<file path="src/rtl/phase_sequencer.sv">
// Instruction phase sequencer: walks a one-hot phase through NSTAGE phases with
// per-phase stall/skip, halts at instruction boundaries and counts run cycles and retires.
module phase_sequencer #(
    parameter int unsigned NSTAGE = 5,
    parameter int unsigned CNT_W  = 32
) (
    input  logic              CLK,
    input  logic              RST,
    input  logic [NSTAGE-1:0] stall,
    input  logic [NSTAGE-1:0] skip,
    input  logic              halt_req,
    input  logic              step,
    output logic [NSTAGE-1:0] stage_en,
    output logic [NSTAGE-1:0] cur_stage,
    output logic              retire,
    output logic              halted,
    output logic [CNT_W-1:0]  cycle_cnt,
    output logic [CNT_W-1:0]  instret
);

    localparam logic [NSTAGE-1:0] Phase0 = {{(NSTAGE-1){1'b0}}, 1'b1};
    localparam logic [CNT_W-1:0]  CntOne = {{(CNT_W-1){1'b0}}, 1'b1};

    typedef enum logic [0:0] {
        StRun,
        StHalted
    } state_t;

    state_t              r_state;
    logic [NSTAGE-1:0]   r_cur_stage;
    logic                r_halted;
    logic [CNT_W-1:0]    r_cycle_cnt;
    logic [CNT_W-1:0]    r_instret;

    logic [NSTAGE-1:0]   w_next_stage;
    logic                w_found;
    logic                w_commit;
    logic                w_unused_skip0;

    // Phase 0 can never be skipped, so its skip bit is intentionally unused.
    assign w_unused_skip0 = skip[0];

    assign stage_en = r_cur_stage & ~stall & {NSTAGE{r_state == StRun}};
    assign w_commit = |stage_en;

    // Lowest non-skipped phase above the current one; none found means wrap to phase 0.
    always_comb begin
        w_next_stage = '0;
        w_found      = 1'b0;
        for (int i = 0; i < int'(NSTAGE); i++) begin
            for (int j = 1; j < int'(NSTAGE); j++) begin
                if (r_cur_stage[i] && (j > i) && !skip[j] && !w_found) begin
                    w_next_stage[j] = 1'b1;
                    w_found         = 1'b1;
                end
            end
        end
        if (!w_found) begin
            w_next_stage[0] = 1'b1;
        end
    end

    // A wrap retires the instruction, except a phase-0 commit with every later phase skipped.
    assign retire = w_commit & ~w_found & ~r_cur_stage[0];

    always_ff @(posedge CLK or posedge RST) begin
        if (RST) begin
            r_state     <= StRun;
            r_cur_stage <= Phase0;
            r_halted    <= 1'b0;
            r_cycle_cnt <= '0;
            r_instret   <= '0;
        end else begin
            unique case (r_state)
                StRun: begin
                    r_cycle_cnt <= r_cycle_cnt + CntOne;
                    if (w_commit) begin
                        r_cur_stage <= w_next_stage;
                    end
                    if (retire) begin
                        r_instret <= r_instret + CntOne;
                        if (halt_req) begin
                            r_state     <= StHalted;
                            r_halted    <= 1'b1;
                            r_cur_stage <= Phase0;
                        end
                    end
                end
                StHalted: begin
                    r_cur_stage <= Phase0;
                    if (step || !halt_req) begin
                        r_state  <= StRun;
                        r_halted <= 1'b0;
                    end
                end
                default: begin
                    r_state <= StRun;
                end
            endcase
        end
    end

    assign cur_stage = r_cur_stage;
    assign halted    = r_halted;
    assign cycle_cnt = r_cycle_cnt;
    assign instret   = r_instret;

endmodule

</file>
<file path="config.mk">
export PLATFORM = sky130hd
export DESIGN_NAME = phase_sequencer
export DESIGN_NICKNAME = d
export VERILOG_FILES = /design/src/rtl/phase_sequencer.sv
export SDC_FILE = /design/constraint.sdc
export NUM_CORES = 1
export LEC_CHECK = 0
export ABC_AREA = 1
export CORE_MARGIN = 1
export CORE_UTILIZATION = 50
export DETAILED_ROUTE_END_ITERATION = 12
export PLACE_DENSITY = 0.88
export SLEW_MARGIN = 20
export SYNTH_ARGS = -nofsm -noshare
export SYNTH_HDL_FRONTEND = slang
export SYNTH_SLANG_ARGS = --single-unit
</file>
<file path="constraint.sdc">
create_clock -name CLK -period 4.45 [get_ports CLK]
set_clock_uncertainty 0.15 [all_clocks]
set_input_delay 0.89 -clock CLK [delete_from_list [all_inputs] [get_ports CLK]]
set_output_delay 0.89 -clock CLK [all_outputs]
set_load 0.005 [all_outputs]
</file>
# ---- Yosys cells after proc, flatten, opt, wreduce, memory -nomap -nowiden
# Cells that the tools add are included.
dict set report totals {
  word_cells 87
  ff_bits 71
  output_inout_bits 76
}
dict set report classes {
  n_reduce_logical 37
  mux 32
  n_eq_ne 3
  addsub 2
  bitwise_logic 8
}
# operator n
set op_table {}
lappend op_table {{32-bit by 1-bit adder with 32-bit output (second input constant)} 2}
lappend op_table {{1-bit 2-to-1 mux} 26}
lappend op_table {{1-bit logical AND} 19}
lappend op_table {{5-bit 2-to-1 mux} 3}
lappend op_table {{1-bit logical NOT} 14}
lappend op_table {{5-bit AND} 2}
lappend op_table {{5-bit case mux with 2 select lines} 1}
lappend op_table {{5-bit NOT} 1}
lappend op_table {{5-bit OR reduction} 1}
lappend op_table {{2-bit inequality test (second input constant)} 2}
lappend op_table {{1-bit case mux with 2 select lines} 2}
lappend op_table {{1-bit NOT} 3}
lappend op_table {{3-bit AND reduction} 1}
lappend op_table {{1-bit AND} 2}
lappend op_table {{2-bit by 1-bit inequality test with 1-bit output (second input constant)} 1}
lappend op_table {{2-bit AND reduction} 1}
lappend op_table {{1-bit logical OR} 1}

# ---- Logic depth before layout (Yosys ltp)
# Gate-level depths: netlist (run 1).
dict set report logic_depth {
  word_depth 35
  depth_mapped 11
  ltp_nobuf 10
}

# ---- Worst setup path after synthesis (run 1)
# No wires, ideal clock.
dict set report synth_path {
  kind {input -> output}
  startpoint {input skip[2]}
  endpoint {output retire}
  slack_ns 1.790
  cell_stages 7
  arrival_ns 1.620
  n_path_buf 1
  t_required_ns 3.410
  path_cell_list {a21oi_1 -> nor2_4 -> nand3_2 -> nor2_4 -> nand3_4 -> buf_6 -> inv_1}
}
dict set report synth_via {
  elab_chain_cells 31
}
# item line
set synth_lines {}
lappend synth_lines {{from (decl)} 10} ;# input logic [NSTAGE-1:0] skip,
lappend synth_lines {{1-bit logical NOT *} n/a}
lappend synth_lines {{1-bit logical AND (2 in a row)} 52} ;# if (r_cur_stage[i] && (j > i) && !skip[j] && !w_found) begin
lappend synth_lines {{1-bit 2-to-1 mux} 52}
lappend synth_lines {{1-bit logical NOT} 52}
lappend synth_lines {{1-bit logical AND} 52}
lappend synth_lines {{1-bit 2-to-1 mux} 52}
lappend synth_lines {{1-bit logical NOT} 52}
lappend synth_lines {{1-bit logical AND} 52}
lappend synth_lines {{(+13 left out)} n/a}
lappend synth_lines {{1-bit logical NOT} 52}
lappend synth_lines {{1-bit logical AND} 52}
lappend synth_lines {{1-bit 2-to-1 mux *} 52}
lappend synth_lines {{1-bit logical NOT} 52}
lappend synth_lines {{1-bit logical AND} 52}
lappend synth_lines {{1-bit 2-to-1 mux *} 52}
lappend synth_lines {{1-bit NOT *} 64} ;# assign retire = w_commit & ~w_found & ~r_cur_stage[0];
lappend synth_lines {{1-bit AND * (2 in a row)} 64}
lappend synth_lines {{to (decl)} 15} ;# output logic retire,
# Mark *: on every way between the ends. The rest lies on a longest branch, timed or not.

# ---- Worst setup path after layout (run 1)
dict set report layout_path {
  startpoint {input skip[1]}
  endpoint {output retire}
}
dict set report layout_via {
  elab_chain_cells 33
}
# item line
set layout_lines {}
lappend layout_lines {{1-bit logical NOT *} n/a}
lappend layout_lines {{1-bit logical AND *} 52}
lappend layout_lines {{1-bit 2-to-1 mux *} 52}
lappend layout_lines {{1-bit logical NOT} 52}
lappend layout_lines {{1-bit logical AND} 52}
lappend layout_lines {{1-bit 2-to-1 mux *} 52}
lappend layout_lines {{1-bit logical NOT} 52}
lappend layout_lines {{1-bit logical AND} 52}
lappend layout_lines {{(+16 left out)} n/a}
lappend layout_lines {{1-bit logical NOT} 52}
lappend layout_lines {{1-bit logical AND} 52}
lappend layout_lines {{1-bit 2-to-1 mux *} 52}
lappend layout_lines {{1-bit logical NOT} 52}
lappend layout_lines {{1-bit logical AND} 52}
lappend layout_lines {{1-bit 2-to-1 mux *} 52}
lappend layout_lines {{1-bit NOT *} 64}
lappend layout_lines {{1-bit AND * (2 in a row)} 64}
# Marked as above.

==> summary.txt, run 1 <==
Outcome
  – Status: finished clean

Clock network
  – Hold Buf Count CTS: 0
  – Clock buffer depth: 2
  – Clk slew on worst S/H paths: roughly 90 ps
  – Clk Latency, worst-skew pair: between 300 and 400 ps
  – CTS tree: built
  – # Post-CTS Setup Buffers: 0
  – CTS H-tree lvls: 3
  – Clock tree sinks: 71
  – # resized after CTS: 0
  – Clk root buf: clkbuf_8
  – Total CTS buffers: 9

Worst setup path
  – Cell Chain, Critical Path: clkdlybuf4s50_1 > a21oi_1 > nor2_4 > nand3_2 > nor2_4 > nand3_4 > inv_1 > clkdlybuf4s50_1
  – RR Startpoint: cur_stage[0]
  – Reg2Reg Setup Slack: approximately 1800 ps
  – CP required: approximately 3400 ps
  – CP max stage cell: clkdlybuf4s50_1
  – R2R depth: 7
  – Crit. Startpoint: skip[1]
  – Critical path fanouts, max: 4
  – Worst stage delay on the critical path: approximately 540 ps
  – Worst Path Arrival: between 2000 and 3000 ps
  – Critical Path Source Type: input pin
  – Critical Path End: retire
  – Crit Reg-Reg Endpoint: halted
  – Setup crit end kind: output pin
  – Setup CP Type: in2out

Power and ir drop
  – Peak supply drop: between 0.0002 and 0.0003 V
  – Leakage: around 2.6 nW
  – Cell-internal power: 1.37 mW
  – Clock power share: between 20% and 30%
  – Net switching power: about 840 uW
  – Reg power frac: roughly two fifths
  – Comb pwr share: 33.9%
  – Switch share: 37.9%
  – Power per cell area: about 380 nW/um2

Timing
  – Setup Viol. Count Final: 0
  – Slew Limit Fails: 0
  – Worst-margin pin slew: about 780 ps
  – Minimum clock period: 3720 ps
  – FMAX: roughly 270 MHz
  – Final Hold Fails: 0
  – Fin worst setup slack: between 700 and 800 ps
  – RSZ-0062 raised after global routing: no
  – Crit share post-route: between 80% and 90%
  – Hold WS: about 370 ps
  – Worst slew margin: around half
  – Total negative slack: 0 ps

Place
  – DP Area: about 5600 um2
  – Post-place setup slack: 756 ps
  – Placer Congestion: ~0.95
  – PortBufs: 88
  – HPWL Detailed: slightly above 9000 um

Route
  – Remaining DRCs: 0
  – Vias/cell: between 5 and 6
  – Post-Route WL: ~13,000 um
  – Drt pass-1 iters: 6
  – DR vias: around 5,000
  – DRT iter0 DRCs: 331
  – Routed Antenna Nets: 0
  – Routed WL per cell: 14.0 um

Global route
  – First-pass GRT wire length: approximately 21,000 um
  – Grt met3 use: slightly below 5%
  – Vias in the first global route: about 4,700
  – GRT busiest layer: met2
  – Overall Global Routing Usage: 27.5%
  – Initial antenna violation count: 0
  – GR Util met2: approximately 46%
  – Largest net degree at the start of global routing: 39
  – Met1 Resource Use GR: approximately a third
  – GRT Residual Overflow: 0

Run
  – Max cap viols: 0

Synthesis
  – Post-Syn Instances: around 710
  – Largest cells by area after synthesis: dfrtp_1, nand2_1, nor2_1, nand3_1, xnor2_1
  – Syn_nets: between 700 and 800
  – Yosys reg bits: 71
  – Synthesized area per cell: 6.62 um2
  – Mapped Area: 4680 um2
  – Synth cell types: 29
  – Yosys top cell by area: dfrtp_1
  – Top cell type's share of synthesized area: a little under two fifths
  – Sequential fraction of the synthesis area: between 30% and 40%
  – Yosys warnings: 0

Die
  – Core Rows: 34
  – Die Height: just under 100 um
  – Core box area: 8890 um2
  – Initial Util: between 50 and 60%
  – IO Count: 90
  – Width of the die: just under 100 um
  – Die ar.: ~10000 um2

Layout
  – Layout cells sized above 1: 5.38%
  – Area grow syn2layout: 24.5%
  – Final #Nets: around 800
  – Antenna diodes: 0
  – Final Cell Area: approximately 5800 um2
  – Fin util: 65.6%

Hold path
  – Hold Path Class: reg2reg
[cells in the final DEF, fill, tap and decap left out, types with 2 or more instances in the layout]
cell type	instances
nand3b_1	18
o21ai_0	17
nand3_1	52
dfrtp_1	70
nand4_1	9
buf_4	3
xor2_1	8
bufinv_16	2
nor3_1	4
inv_2	3
ha_1	2
inv_1	47
xnor2_1	23
clkinv_2	3
nand2_1	311
nor2_2	9
nor2_4	3
clkdlybuf4s50_1	88
a21oi_1	2
nor2_1	104
clkbuf_8	10
nand3_2	3
[Yosys cell counts (all sizes together)]
cell type / n
nand2: 312
nor2: 116
dfrtp: 70
nand3: 56
inv: 50
xnor2: 23
o21ai: 19
nand3b: 18
buf: 11
nand4: 10
xor2: 8
nor3: 5
clkbuf: 3
a21oi: 2
ha: 2
clkinv: 1
dfstp: 1
[how the worst min path moves through the flow]
stage	start	end	slack (ps)	depth (start not counted)
6_report	cycle_cnt[7]	cycle_cnt[7]	370	1
2_1_floorplan	cycle_cnt[30]	cycle_cnt[30]	340	1
4_1_cts	cycle_cnt[7]	cycle_cnt[7]	370	1
3_3_place_gp	halted	halted	350	2
5_1_grt	cycle_cnt[13]	cycle_cnt[13]	400	1
3_5_place_dp	cycle_cnt[7]	cycle_cnt[7]	360	1
[cells by family (layout without fill, tap and decap cells)]
family	after synthesis	count (layout)	share of synthesized area (%)
xor+xnor	31	31	5.80
flops	71	71	38.0
fa+ha+maj	2	2	0.534
simple gates	517	517	46.9
buf+inv	65	158	6.49
compound gates	21	21	2.32
[metrics by stage]
stage,total power [mW],instances
final,2.21,908
after global routing,2.33,908
after CTS,2.21,908
after detailed placement,1.62,892
after global placement,1.58,892
after floorplan,1.35,707
[metal layers]
metal | wire length [um] | vias up
li1 | - | 2383
met1 | 5360 | 2269
met2 | 6100 | 248
met3 | 920 | 44
met4 | 354 | 0
met5 | 0 | -
[power by group through the flow]
| stage | registers, mW | clock network [mW] | logic, mW |
|---|---|---|---|
| 2_1_floorplan | 0.836 | 0 | 0.512 |
| 3_3_place_gp | 0.864 | 0 | 0.718 |
| 3_5_place_dp | 0.868 | 0 | 0.748 |
| 4_1_cts | 0.859 | 0.597 | 0.750 |
| 5_1_grt | 0.878 | 0.621 | 0.833 |
| 6_report | 0.861 | 0.596 | 0.749 |
[sequential cells by signal, indices dropped and copies added (netlist names)]
name and count:
r_state 1, cycle_cnt 32, halted 1, instret 32, cur_stage 5
[worst max-delay path, delay by kind of cell]
family | cells | cell delay, ps
compound gates | 1 | 150
simple gates | 4 | 510
buf+inv | 3 | 1130
[cell type report]
cell class	instances	area [um2]
timing repair buffer	91	903
inverter	51	191
clock inverter	6	83.8
multi-input combinational	571	2600
sequential	71	1780
fill	773	3060
clock buffer	10	138
tap	108	135
No activity file was read; power rests on OpenSTA's default activity.
==> run 2: changes to the inputs <==
- CORE_UTILIZATION: 50 -> 48
- PLACE_DENSITY: 0.88 -> 0.89
- clock period: 4.45 -> 3.1 ns (I/O delays scaled with it)
==> run 2 against run 1 <==
  * Critical path depth stayed put
  * Cell count is 2.6% higher
  * Die area is 4.1% higher
  * Non-clock buffer count is 3 higher
  * Critical endpoint unchanged
  * Largest cell class unchanged
  * Critical path type unchanged
  * Total power is 44% higher
  * Wire length is 8.1% lower
  * Count of clock-buffer cells in the layout is 1 higher
  * Design area is 1.2% higher
  * Worst setup slack worse by 660 ps
==> summary.txt, run 2 (same netlist as run 1, synthesis figures left out) <==
Outcome
  – Status: finished clean

Place
  – DP Cell Count: around 920
  – DP Area: 5670 um2
  – Placer Congestion: 0.944
  – PortBufs: 88
  – HPWL Detailed: about 8600 um

Run
  – Max cap viols: 0

Clock network
  – Clk Latency, worst-skew pair: 360 ps
  – CTS H-tree lvls: 3
  – Total CTS buffers: 9
  – CTS tree: built
  – Clk slew on worst S/H paths: approximately 70 ps
  – Clock buffer depth: 2
  – Clock tree sinks: slightly above 70
  – Clk root buf: clkbuf_8

Power and ir drop
  – Peak supply drop: 0.000376 V
  – Power per cell area: roughly 540 nW/um2
  – Leakage: roughly 2.6 nW
  – Tot Pwr: between 3 and 4 mW

Timing
  – FMAX: 330 MHz
  – Crit share post-route: a little over nine tenths
  – Setup Viol. Count Final: 0
  – Final Hold Fails: 0
  – Minimum clock period: 3030 ps
  – RSZ-0062 raised after global routing: no
  – Worst slew margin: a little over 70%
  – Worst-margin pin slew: roughly 420 ps
  – Total negative slack: 0 ps
  – Slew Limit Fails: 0

Die
  – Core box area: 9330 um2
  – IO Count: 90
  – Die Height: slightly above 100 um
  – Die ar.: 10,200 um2
  – Initial Util: between 50% and 60%
  – Core Rows: 35
  – Width of the die: just over 100 um

Worst setup path
  – CP max stage cell: clkdlybuf4s50_1
  – Cell Chain, Critical Path: clkdlybuf4s50_1 > inv_1 > nand2_1 > nand3_2 > nor2_4 > nand3_4 > inv_1 > clkdlybuf4s50_1
  – Worst stage delay on the critical path: between 500 and 600 ps
  – Critical Path Source Type: input pin
  – Setup CP Type: in2out
  – Critical path fanouts, max: 3
  – CP required: ~2300 ps
  – Setup crit end kind: output pin
  – Worst Path Arrival: approximately 2300 ps

Layout
  – Final Cell Area: around 5900 um2
  – Final #Nets: around 810
  – Antenna diodes: 0
  – Most frequent cells in the layout: nand2_1, nor2_1, clkdlybuf4s50_1
  – Non-Filler Instances: a little over 900
  – Layout cells sized above 1: roughly 6%
  – Area grow syn2layout: 26.0%
  – Fillers: roughly 810
  – Commonest non-fill, non-tap cell in the layout: nand2_1

Global route
  – GRT Residual Overflow: 0
  – Largest net degree at the start of global routing: 72
  – Vias in the first global route: around 4,400
  – Overall Global Routing Usage: 24.6%
  – First-pass GRT wire length: approximately 20,000 um
  – Initial antenna violation count: 0

Route
  – Vias/cell: slightly above 5
  – Routed Antenna Nets: 0
  – Drt pass-1 iters: 5
  – DR vias: around 4,800
  – Remaining DRCs: 0
  – Met1 wire length: 5370 um
  – DRT iter0 DRCs: around 260
  – Routed WL per cell: 12.6 um
  – Post-Route WL: ~12,000 um
  – Routed wl met3: slightly below 700 um
  – Met2 Routed Length: approximately 5500 um
  – Uppermost layer routed: met4

Hold path
  – Hold Path Class: reg2reg
run 2: cell count changes in the layout (fill, tap and decap cells not counted), sizes merged:
cell,before,now
dlymetal6s2s,0,1
buf,3,6
clkinvlp,0,1
clkinv,5,3
clkbuf,10,11
clkdlybuf4s50,88,87
run 2: timing repair:
| item | in CTS | in global routing |
|---|---|---|
| setup endpoints to repair | 0 | 1 |
| hold buffers | 0 | 0 |
| gates resized for setup | 0 | 3 |
| buffers inserted | 0 | 0 |
run 2: where the power goes:
group | total, mW | switching [mW] | leakage (nW) | internal, mW
registers | 1.23 | 0.184 | 0.962 | 1.04
logic | 1.10 | 0.632 | 1.56 | 0.468
clock network | 0.839 | 0.364 | 0.110 | 0.475
run 2: final cells by class:
| cell class | instances | area [um2] | share of cell area (%) |
|---|---|---|---|
| clock buffer | 11 | 141 | 2.40 |
| clock inverter | 5 | 81.3 | 1.38 |
| inverter | 51 | 191 | 3.24 |
| multi-input combinational | 571 | 2610 | 44.2 |
| sequential | 71 | 1780 | 30.1 |
| tap | 129 | 161 | 2.74 |
| timing repair buffer | 94 | 941 | 15.9 |
run 2: path summary, 6_finish.rpt:
path	start	to	slack, ps	cells after the start
min reg2reg	halted	halted	370	2
max in group asynchronous	RST	cur_stage[0]	1960	3
min in group asynchronous	RST	instret[12]	510	3
max	skip[2]	retire	70	8
max reg2reg	r_state	cycle_cnt[30]	950	8
min	halted	halted	370	2
run 2: worst max-delay path: cells and delay by family:
family	cells	cell delay [ps]
buffers and inverters	4	1180
and+or+nand+nor	4	460
run 2: routing by layer:
layer  global-route usage (%)  vias to the layer above
met5                        0                        -
met2                     41.5                      147
met1                     32.0                     2201
met4                     7.69                        0
met3                     4.51                       14
li1                         -                     2388
run 2: metrics by stage:
stage               utilization [%]  hold WS (ps)  setup WS, ps
global placement               60.8           342          87.8
CTS                            63.2           371          60.0
global route                   63.2           392          1.24
floorplan                         -           337           535
finish                         63.2           368          70.2
detailed placement             60.8           354          62.0
==> run 3: changes to the inputs <==
- CORE_MARGIN: 1 -> unset
- PLACE_DENSITY: 0.89 -> unset
- PLACE_DENSITY_LB_ADDON: unset -> 0.15
==> run 3 against run 2 <==
  * Maximum frequency is 0.25% higher
  * Design area is 0.21% lower
  * Wire length is 2.9% higher
  * Critical path depth stayed put
  * Sequential share of layout area is 0.064 points higher
  * Largest cell class unchanged
  * Utilization is 0.13 points lower
  * Non-clock buffer count is 2 higher
  * Highest routed layer unchanged
  * Hold slack better by 1.2 ps
  * Flip-flop and latch count stayed put
  * Critical path type unchanged
==> summary.txt, run 3 (same netlist as run 1, synthesis figures left out) <==
Outcome
  – Status: finished clean

Layout
  – Final #Nets: 816
  – Commonest non-fill, non-tap cell in the layout: nand2_1
  – Final Cell Area: 5890 um2
  – Layout cells sized above 1: between 6 and 7%
  – Area grow syn2layout: 25.7%
  – Most frequent cells in the layout: nand2_1, nor2_1, clkdlybuf4s50_1
  – Non-Filler Instances: about 930
  – Antenna diodes: 0

Die
  – Core Rows: 35
  – IO Count: 90
  – Initial Util: about half
  – Die ar.: about 10,000 um2
  – Width of the die: about 100 um
  – Die Height: slightly above 100 um
  – Core box area: 9330 um2

Global route
  – Met1 Resource Use GR: a little under two fifths
  – GRT Residual Overflow: 0
  – First-pass GRT wire length: ~21,000 um
  – Grt met3 use: under 10%
  – Overall Global Routing Usage: roughly 25%
  – Vias in the first global route: 4,464
  – Initial antenna violation count: 0
  – Largest net degree at the start of global routing: 50
  – GR Util met2: roughly two fifths
  – GRT busiest layer: met2

Timing
  – Total negative slack: 0 ps
  – Hold WS: about 370 ps
  – FMAX: around 330 MHz
  – Worst slew margin: a little under two thirds
  – Crit share post-route: between 90% and 100%
  – Final Hold Fails: 0
  – Setup Viol. Count Final: 0
  – Minimum clock period: between 3000 and 4000 ps
  – Fin worst setup slack: roughly 78 ps
  – Worst-margin pin slew: approximately 540 ps
  – Slew Limit Fails: 0

Worst setup path
  – R2R depth: 7
  – Setup CP Type: in2out
  – Setup crit end kind: output pin
  – RR Startpoint: cycle_cnt[0]
  – Crit. Startpoint: skip[2]
  – CP required: around 2300 ps
  – Reg2Reg Setup Slack: 980 ps
  – Worst Path Arrival: 2250 ps
  – Crit Reg-Reg Endpoint: cycle_cnt[30]
  – Critical Path End: retire
  – Critical path fanouts, max: 3
  – Critical Path Source Type: input pin

Route
  – Routed Antenna Nets: 0
  – DR vias: approximately 4,800
  – Remaining DRCs: 0
  – Drt pass-1 iters: 5
  – Post-Route WL: around 12,000 um
  – DRT iter0 DRCs: between 200 and 300
  – Routed WL per cell: about 13 um
  – Vias/cell: 5.14

Place
  – DP Area: 5680 um2
  – HPWL Detailed: 8920 um
  – PortBufs: between 80 and 90
  – DP Cell Count: slightly above 900
  – Placer Congestion: just under 0.9
  – Post-place setup slack: approximately 64 ps

Power and ir drop
  – Peak supply drop: approximately 0.00048 V
  – Power per cell area: 525 nW/um2
  – Leakage: approximately 2.6 nW

Clock network
  – Clk Latency, worst-skew pair: approximately 340 ps
  – CTS tree: built
  – Clock tree sinks: between 70 and 80
  – Total CTS buffers: 9
  – Clock buffer depth: 2
  – Clk root buf: clkbuf_8
  – Clk slew on worst S/H paths: approximately 90 ps
  – Hold Buf Count CTS: 0
  – CTS H-tree lvls: 3

Run
  – Max cap viols: 0

Hold path
  – Hold Path Class: reg2reg
-- run 3: cell types whose count changed in the layout (fill, tap and decap cells not counted), sizes merged --
cell,delta
buf,+2
bufinv,-1
clkbuf,-1
clkinv,-1
clkinvlp,+1
inv,+2
-- run 3: critical path, cell delays in order --
cell             delay (ps)
clkdlybuf4s50_1         530
inv_1                   100
nand2_1                 110
nand3_2                 110
nor2_4                  120
nand3_4                  90
inv_1                    60
clkdlybuf4s50_1         490
-- run 3: layer usage --
metal,vias up,routed length [um]
met5,-,0
met3,16,755
met2,174,5340
met4,0,174
li1,2392,-
met1,2216,5770
-- run 3: worst min-delay path by stage --
stage | from | end | slack (ps) | cells after the start
3_5_place_dp | halted | halted | 350 | 2
6_report | cycle_cnt[7] | cycle_cnt[7] | 370 | 1
4_1_cts | cycle_cnt[10] | cycle_cnt[10] | 380 | 1
2_1_floorplan | cycle_cnt[30] | cycle_cnt[30] | 340 | 1
5_1_grt | cycle_cnt[10] | cycle_cnt[10] | 410 | 1
3_3_place_gp | cycle_cnt[30] | cycle_cnt[30] | 340 | 1
-- run 3: stage by stage --
step           util [%]  total power, mW
2_1_floorplan         -             1.93
3_3_place_gp       60.9             2.32
4_1_cts            63.0             3.10
3_5_place_dp       60.9             2.35
5_1_grt            63.1             3.31
6_report           63.1             3.09
-- run 3: area by class of cell --
type | count | area, um2
Sequential cell | 71 | 1780
Clock buffer | 10 | 128
Inverter | 51 | 191
Clock inverter | 6 | 67.6
Timing Repair Buffer | 96 | 956
Multi-Input combinational cell | 571 | 2610
Tap cell | 129 | 161
Fill cell | 876 | 3440
-- run 3: what timing repair did --
item,CTS,global route
setup buffers,0,1
endpoints found under the setup margin,0,1
gates resized for setup,0,3
-- run 3: where the power goes --
group | switching [mW] | internal [mW]
logic | 0.638 | 0.479
registers | 0.185 | 1.04
clock network | 0.368 | 0.376
